## src/rtl/grf_sb.sv

```systemverilog
// General-register file with a per-register pending-write scoreboard.
// Decode reads and reserves destinations; write-back retires them; flush drops all reservations.
module grf_sb #(
  parameter int unsigned DATA_W   = 32,
  parameter int unsigned ADDR_W   = 5,
  parameter int unsigned NUM_RD   = 2,
  parameter int unsigned PEND_W   = 2,
  parameter bit          ZERO_REG = 1'b1,
  parameter bit          BYPASS   = 1'b1
) (
  input  logic                     clk,
  input  logic                     reset,
  input  logic [NUM_RD*ADDR_W-1:0] raddr,
  output logic [NUM_RD*DATA_W-1:0] rdata,
  output logic [NUM_RD-1:0]        rbusy,
  input  logic                     we,
  input  logic [ADDR_W-1:0]        waddr,
  input  logic [DATA_W-1:0]        wdata,
  input  logic                     rsv_en,
  input  logic [ADDR_W-1:0]        rsv_addr,
  output logic                     rsv_ok,
  input  logic                     flush,
  output logic                     wr_orphan
);

  localparam int unsigned       DEPTH    = 2 ** ADDR_W;
  localparam logic [PEND_W-1:0] PEND_MAX = '1;
  localparam logic [PEND_W-1:0] PEND_ONE = PEND_W'(1);

  logic [DATA_W-1:0] regs_q [DEPTH];
  logic [DATA_W-1:0] regs_d [DEPTH];
  logic [PEND_W-1:0] pend_q [DEPTH];
  logic [PEND_W-1:0] pend_d [DEPTH];
  logic              orphan_q, orphan_d;

  logic wr_zero, rsv_zero, wr_valid, rsv_inc;

  assign wr_zero  = ZERO_REG && (waddr == '0);
  assign rsv_zero = ZERO_REG && (rsv_addr == '0);
  assign wr_valid = we && !wr_zero;

  // Reservation accepted unless saturated; a same-address retire frees a slot this cycle.
  always_comb begin
    rsv_ok = 1'b0;
    if (rsv_en) begin
      if (rsv_zero) begin
        rsv_ok = 1'b1;
      end else begin
        rsv_ok = (pend_q[rsv_addr] != PEND_MAX) || (we && (waddr == rsv_addr));
      end
    end
  end

  assign rsv_inc = rsv_ok && !rsv_zero;

  // Next-state for data, pending counters and the orphan flag.
  always_comb begin
    regs_d   = regs_q;
    pend_d   = pend_q;
    orphan_d = 1'b0;
    if (wr_valid) begin
      regs_d[waddr] = wdata;
      orphan_d      = (pend_q[waddr] == '0);
    end
    if (!(rsv_inc && wr_valid && (rsv_addr == waddr))) begin
      if (rsv_inc) begin
        pend_d[rsv_addr] = pend_q[rsv_addr] + PEND_ONE;
      end
      if (wr_valid && (pend_q[waddr] != '0)) begin
        pend_d[waddr] = pend_q[waddr] - PEND_ONE;
      end
    end
    if (flush) begin
      for (int a = 0; a < DEPTH; a++) begin
        pend_d[a] = '0;
      end
    end
  end

  always_ff @(posedge clk or negedge reset) begin
    if (!reset) begin
      for (int a = 0; a < DEPTH; a++) begin
        regs_q[a] <= '0;
        pend_q[a] <= '0;
      end
      orphan_q <= 1'b0;
    end else begin
      regs_q   <= regs_d;
      pend_q   <= pend_d;
      orphan_q <= orphan_d;
    end
  end

  assign wr_orphan = orphan_q;

  // Read ports: register-0 override, then optional write bypass, then storage.
  for (genvar i = 0; i < NUM_RD; i++) begin : g_rd
    logic [ADDR_W-1:0] ra;
    logic              zero_hit, byp_hit, last_wr;
    logic [DATA_W-1:0] rd;
    logic              busy;

    assign ra       = raddr[i*ADDR_W +: ADDR_W];
    assign zero_hit = ZERO_REG && (ra == '0);
    assign byp_hit  = BYPASS && reset && we && (waddr == ra);
    assign last_wr  = byp_hit && (pend_q[ra] == PEND_ONE);

    assign rd   = zero_hit ? '0 : (byp_hit ? wdata : regs_q[ra]);
    assign busy = !zero_hit && !last_wr && (pend_q[ra] != '0);

    assign rdata[i*DATA_W +: DATA_W] = rd;
    assign rbusy[i]                  = busy;
  end

endmodule

```

## config.mk

```make
export PLATFORM = sky130hd
export DESIGN_NAME = grf_sb
export DESIGN_NICKNAME = d
export VERILOG_FILES = /design/src/rtl/grf_sb.sv
export SDC_FILE = /design/constraint.sdc
export NUM_CORES = 2
export LEC_CHECK = 0
export BUFFER_PORTS_ARGS = -buffer_cell sky130_fd_sc_hd__buf_2
export CORE_MARGIN = 1
export CORE_UTILIZATION = 30
export CTS_BUF_LIST = sky130_fd_sc_hd__clkbuf_4 sky130_fd_sc_hd__clkbuf_8
export CTS_CLUSTER_SIZE = 14
export DETAILED_ROUTE_END_ITERATION = 8
export PLACE_DENSITY = 0.48
export SYNTH_ARGS = -nofsm -noshare
export SYNTH_HDL_FRONTEND = slang
export SYNTH_SLANG_ARGS = --single-unit
export TNS_END_PERCENT = 5
```

## constraint.sdc

```tcl
create_clock -name clk -period 6.55 [get_ports clk]
set_clock_uncertainty 0.15 [all_clocks]
set_input_delay 0.3275 -clock clk [delete_from_list [all_inputs] [get_ports clk]]
set_output_delay 0.3275 -clock clk [all_outputs]
set_load 0.02 [all_outputs]
```

After elaboration in Yosys (flattened, before gate mapping)
Cells that the tools add are included.
{ "op_classes": {"n_addsub": 2, "n_mul": 0, "div": 0, "magnitude_cmp": 6, "n_eq_ne": 8, "n_shift": 0, "muxes": 39, "n_bitwise": 4, "reduce_logical": 32} }
{ "ops": {"columns": ["op", "n"], "rows": [
  ["1024-bit bitwise mux", 1],
  ["32-bit binary-select mux with 5-bit select", 2],
  ["64-bit 2-to-1 mux", 5],
  ["32-bit 2-to-1 mux", 9],
  ["32-bit demux with 5-bit select", 1],
  ["64-bit bitwise mux", 2],
  ["2-bit binary-select mux with 5-bit select", 4],
  ["6-bit greater-or-equal comparator (second input constant)", 4],
  ["5-bit NOT with 6-bit output", 4],
  ["2-bit demux with 5-bit select", 2],
  ["5-bit equality test", 4],
  ["5-bit zero test", 4],
  ["2-bit 2-to-1 mux", 10],
  ["1-bit logical AND", 17],
  ["6-bit by 1-bit less-than comparator with 1-bit output (second input constant)", 2],
  ["1-bit zero test", 6],
  ["2-bit nonzero test", 3],
  ["2-bit by 1-bit equality test with 1-bit output (second input constant)", 2],
  ["2-bit != test (second input constant)", 2],
  ["1-bit 2-to-1 mux", 3],
  ["2-bit by 1-bit adder with 2-bit output (second input constant)", 1],
  ["2-bit zero test", 1],
  ["2-bit by 1-bit subtractor with 2-bit output (second input constant)", 1],
  ["1-bit logical OR", 1]
]} }
{ "totals": {"regBits": 1089, "latch_bits": 0, "ramBits": 0, "romBits": 0, "output_inout_bits": 68, "word_cells": 156, "mem_count": 0} }

Longest topological paths before layout
{ "depth": {"depth_word": 16, "ltp_mapped": 20} }

Worst setup path before layout
OpenSTA, ideal clock, no wires.
{ "synth_path": {"kind": "input to register", "start": "input rsv_addr[1]", "end": "register pend_q[17] (netlist bit)", "setup_time_ns": 0.119, "arrival_ns": 3.410, "t_required_ns": 6.281, "path_slack_ns": 2.871, "path_stages": 20, "cell_sequence": "buf_2 > buf_2 > buf_2 > mux4_2 > nand2_1 > a21oi_1 > a31oi_1 > nor2_1 > a221o_1 > ha_1 > nor2b_1 > a31oi_1 > o31a_1 > buf_6 > clkinv_2 > nand3_1 > buf_4 > o41ai_1 > a21oi_1 > o21a_1"} }
{ "synth_between": {"elab_chain_cells": 15, "word_cells_on_any_way": 30} }
{ "synth_rtl": {"columns": ["element", "line_no", "rtl"], "rows": [
  ["from (decl)", "20", "input logic [ADDR_W-1:0] rsv_addr,"],
  ["5-bit NOT with 6-bit output (not written as such)", "49", "rsv_ok = (pend_q[rsv_addr] != PEND_MAX) || (we && (waddr == rsv_addr));"],
  ["2-bit binary-select mux with 5-bit select", "49", null],
  ["2-bit 2-to-1 mux (not written as such) (2 in series)", "49", null],
  ["2-bit != test", "49", null],
  ["1-bit logical OR", "49", null],
  ["1-bit 2-to-1 mux (*)", "46", "if (rsv_zero) begin"],
  ["1-bit 2-to-1 mux (*)", "45", "if (rsv_en) begin"],
  ["via rsv_ok", "21", "output logic rsv_ok,"],
  ["1-bit logical AND (*)", "54", "assign rsv_inc = rsv_ok && !rsv_zero;"],
  ["64-bit 2-to-1 mux", "66", "if (rsv_inc) begin"],
  ["64-bit 2-to-1 mux", "65", "if (!(rsv_inc && wr_valid && (rsv_addr == waddr))) begin"],
  ["64-bit bitwise mux", "70", "pend_d[waddr] = pend_q[waddr] - PEND_ONE;"],
  ["64-bit 2-to-1 mux", "69", "if (wr_valid && (pend_q[waddr] != '0)) begin"],
  ["64-bit 2-to-1 mux", "65", null],
  ["64-bit 2-to-1 mux", "73", "if (flush) begin"],
  ["to (signal assigned)", "89", "pend_q <= pend_d;"],
  ["to (decl)", "32", "logic [PEND_W-1:0] pend_q [DEPTH];"]
]} }
Mark *: on every way through the listed nets, which the timed path passes. The rest lies on a longest branch. The select of a mux whose other input is x is not followed.
A chain may end at the register's enable or synchronous reset.

Worst setup path in the final report
{ "layout_path": {"start": "input reset", "end": "output rdata[58]"} }
{ "layout_between": {"elab_chain_cells": 4} }
{ "layout_rtl": {"columns": ["element", "line_no", "rtl"], "rows": [
  ["from (decl)", "12", "input logic reset,"],
  ["1-bit logical AND (2 in series)", "105", "assign byp_hit = BYPASS && reset && we && (waddr == ra);"],
  ["32-bit 2-to-1 mux (2 in series)", "108", "assign rd = zero_hit ? '0 : (byp_hit ? wdata : regs_q[ra]);"],
  ["to (decl)", "14", "output logic [NUM_RD*DATA_W-1:0] rdata,"]
]} }
Every way passes these cells.

==> metrics.txt <==
outcome=complete, no violations; Post-synth EDFFs=0; Post-CTS Setup Repair Bufs=0; asr flop ratio synth=100%; vias in the first global route=43400; die height=455 um; R2R Path End=pend_q[25]; Final Hold Fails=0; post-synthesis sequential area ratio=44.2%; CTS resizes=0; Final HPWL DP=about 130 mm; Synth cell types=between 70 and 80; mean routed wirelength per cell=31.5 um; total clock buffers created by CTS=194; pin count of the biggest net entering global routing=153; Avg Vias per Cell=5.79; syn_nets=4521; initial antenna violation count=14; # IOs=125; initial drt markers=3601; core box area=203000 um^2; Tot GR Track Use=22.1%; final setup TNS=0 ns; FF-to-FF setup slack=2.42 ns; Top FF cell, synth=dfrtp_1; drc violations=0; commonest non-fill, non-tap cell in the layout=dfrtp_1; TritonCTS clock tree=yes; R2R Path Start=pend_q[29]; synth warn=0; number of iterations in the first detailed-routing pass=6; Leak=0.0291 uW; Worst Max-Slew Pin Slew=1.15 ns; first-pass GRT wire length=331 mm; cell count after synthesis=about 4500; total number of vias=42000; die width=455 um; final worst-path cycle share=72.0%; Worst IR Drop VDD=0.209 mV; Max Slew Vio Count=0; hold_sp=rsv_en; GP Congestion=~0.85; critical path data required time=6.07 ns; Overflow after GRT=0; Max Fclk=roughly 210 MHz; Final Setup Violations=0; Rel. slew slack=22.8%; most frequent cells in the layout=dfrtp_1, mux2_2, mux4_2, clkbuf_8, mux2i_1; clock slew at reported path FFs=0.06 ns; clock period minus worst slack=4.71 ns; Routed WL=229 mm; Final ANT Viol Nets=0; maxcap violations=0; clock insertion delay at the later pin of the skew report=between 0.9 and 1 ns; fraction of layout cells with a size suffix above 1=about half; Pwr Density=approximately 290 nW/um^2; dpl ws=2.02 ns; HP Class=input port to flip-flop; RSZ-0062 raised after global routing=no; CP Capture Type=output pin; Yosys reg bits=1089; Starting Density=between 30% and 40%; CTS Sinks=1089; Hold-fix buffers, CTS=41; CP Launch Point=reset; Crit path arrival time=4.24 ns; H-Tree Depth=4; fin nets=approximately 4500; Worst R2R Path Depth=15; synthesized area=61600 um^2; clk root buf=clkbuf_8; average cell area after synthesis=~14 um^2; I/O Buffers=124; Max clock buf depth=3; Die Area=roughly 210000 um^2; area delta synth->final=12.6%; CP Capture Point=rdata[58]; Setup Crit Path Kind=input port to output pin; CP startpoint kind=input port; Worst Path Max Fanout=19; Cell Rows=roughly 170; final setup margin=1.84 ns
-- worst min path at each step --
stage / to / slack (ns) / depth (start not counted)
after floorplan: pend_q[0] / -0.12 / 0
after global placement: regs_q[872] / 0.11 / 1
after detailed placement: regs_q[872] / 0.10 / 1
after CTS: pend_q[59] / 0.01 / 7
after global routing: wr_orphan / 0.11 / 3
final: pend_q[59] / 0.12 / 7
-- kinds of logic after synthesis --
logic type	synth area share [%]
compound gates	6.36
xor+xnor	0.225
buf+inv	3.82
mux	41.5
flops	44.2
simple gates	3.85
fa+ha+maj	0.0406
-- cells in the mapped netlist, types with 78 or more instances --
cell type  instances  area [um^2]
o21ai_0          162          811
mux2i_1          211         2110
a22oi_1           88          661
dfrtp_1         1089        27300
mux4_2           526        11800
clkbuf_1         327         1230
a221oi_1          78          683
buf_2             99          495
nand2_1          139          522
nor2_1           126          473
mux2_2          1020        11500
a21oi_1           81          405
-- worst max-delay path, stage by stage --
cell and delay [ns]:
dlygate4sd3_1 0.52, dlygate4sd3_1 0.59, buf_8 0.21, nand3_1 0.16, nor2_4 0.57, buf_4 0.56, nand2b_1 0.44, a21oi_1 0.11
a21oi_1 0.25, o21ai_0 0.22, buf_2 0.21
-- stage by stage --
stage	area [um^2]	utilization, %	cells	total power, uW	hold WS [ns]
floorplan	61600	-	4462	11800	-0.118
global placement	64700	31.8	6872	13000	0.110
detailed placement	64700	31.8	6872	13100	0.103
CTS	69400	34.1	7254	20200	0.0145
global route	69400	34.1	7256	21000	0.109
finish	69400	34.1	7257	20000	0.119
-- layer usage --
| layer | vias to the layer above | share of wire, % | routed length, um | track usage [%] |
|---|---|---|---|---|
| li1 | 17200 | - | - | - |
| met1 | 22900 | 43 | 99300 | 29.9 |
| met2 | 1437 | 48 | 110000 | 36.2 |
| met3 | 399 | 5.3 | 12200 | 3.50 |
| met4 | 2 | 3.1 | 7160 | 7.06 |
| met5 | - | 0.0044 | 10 | 0 |
-- sequential cells by signal, indices dropped and copies added, names as in the netlist --
name / cells
wr_orphan: 1
pend_q: 64
regs_q: 1024
-- layout make-up --
type,instances,area [um^2]
Antenna cell,3,7.51
Clock buffer,308,3940
Fill cell,19900,134000
Clock inverter,33,303
Sequential cell,1089,27300
Inverter,35,133
Tap cell,2672,3340
Multi-Input combinational cell,2834,32300
Timing Repair Buffer,283,2090
-- power by group --
group | internal (uW) | switching (uW) | total (uW)
logic | 2350 | 1870 | 4220
registers | 7940 | 875 | 8820
clock network | 3950 | 3050 | 7010
No activity file was read; power rests on OpenSTA's default activity.
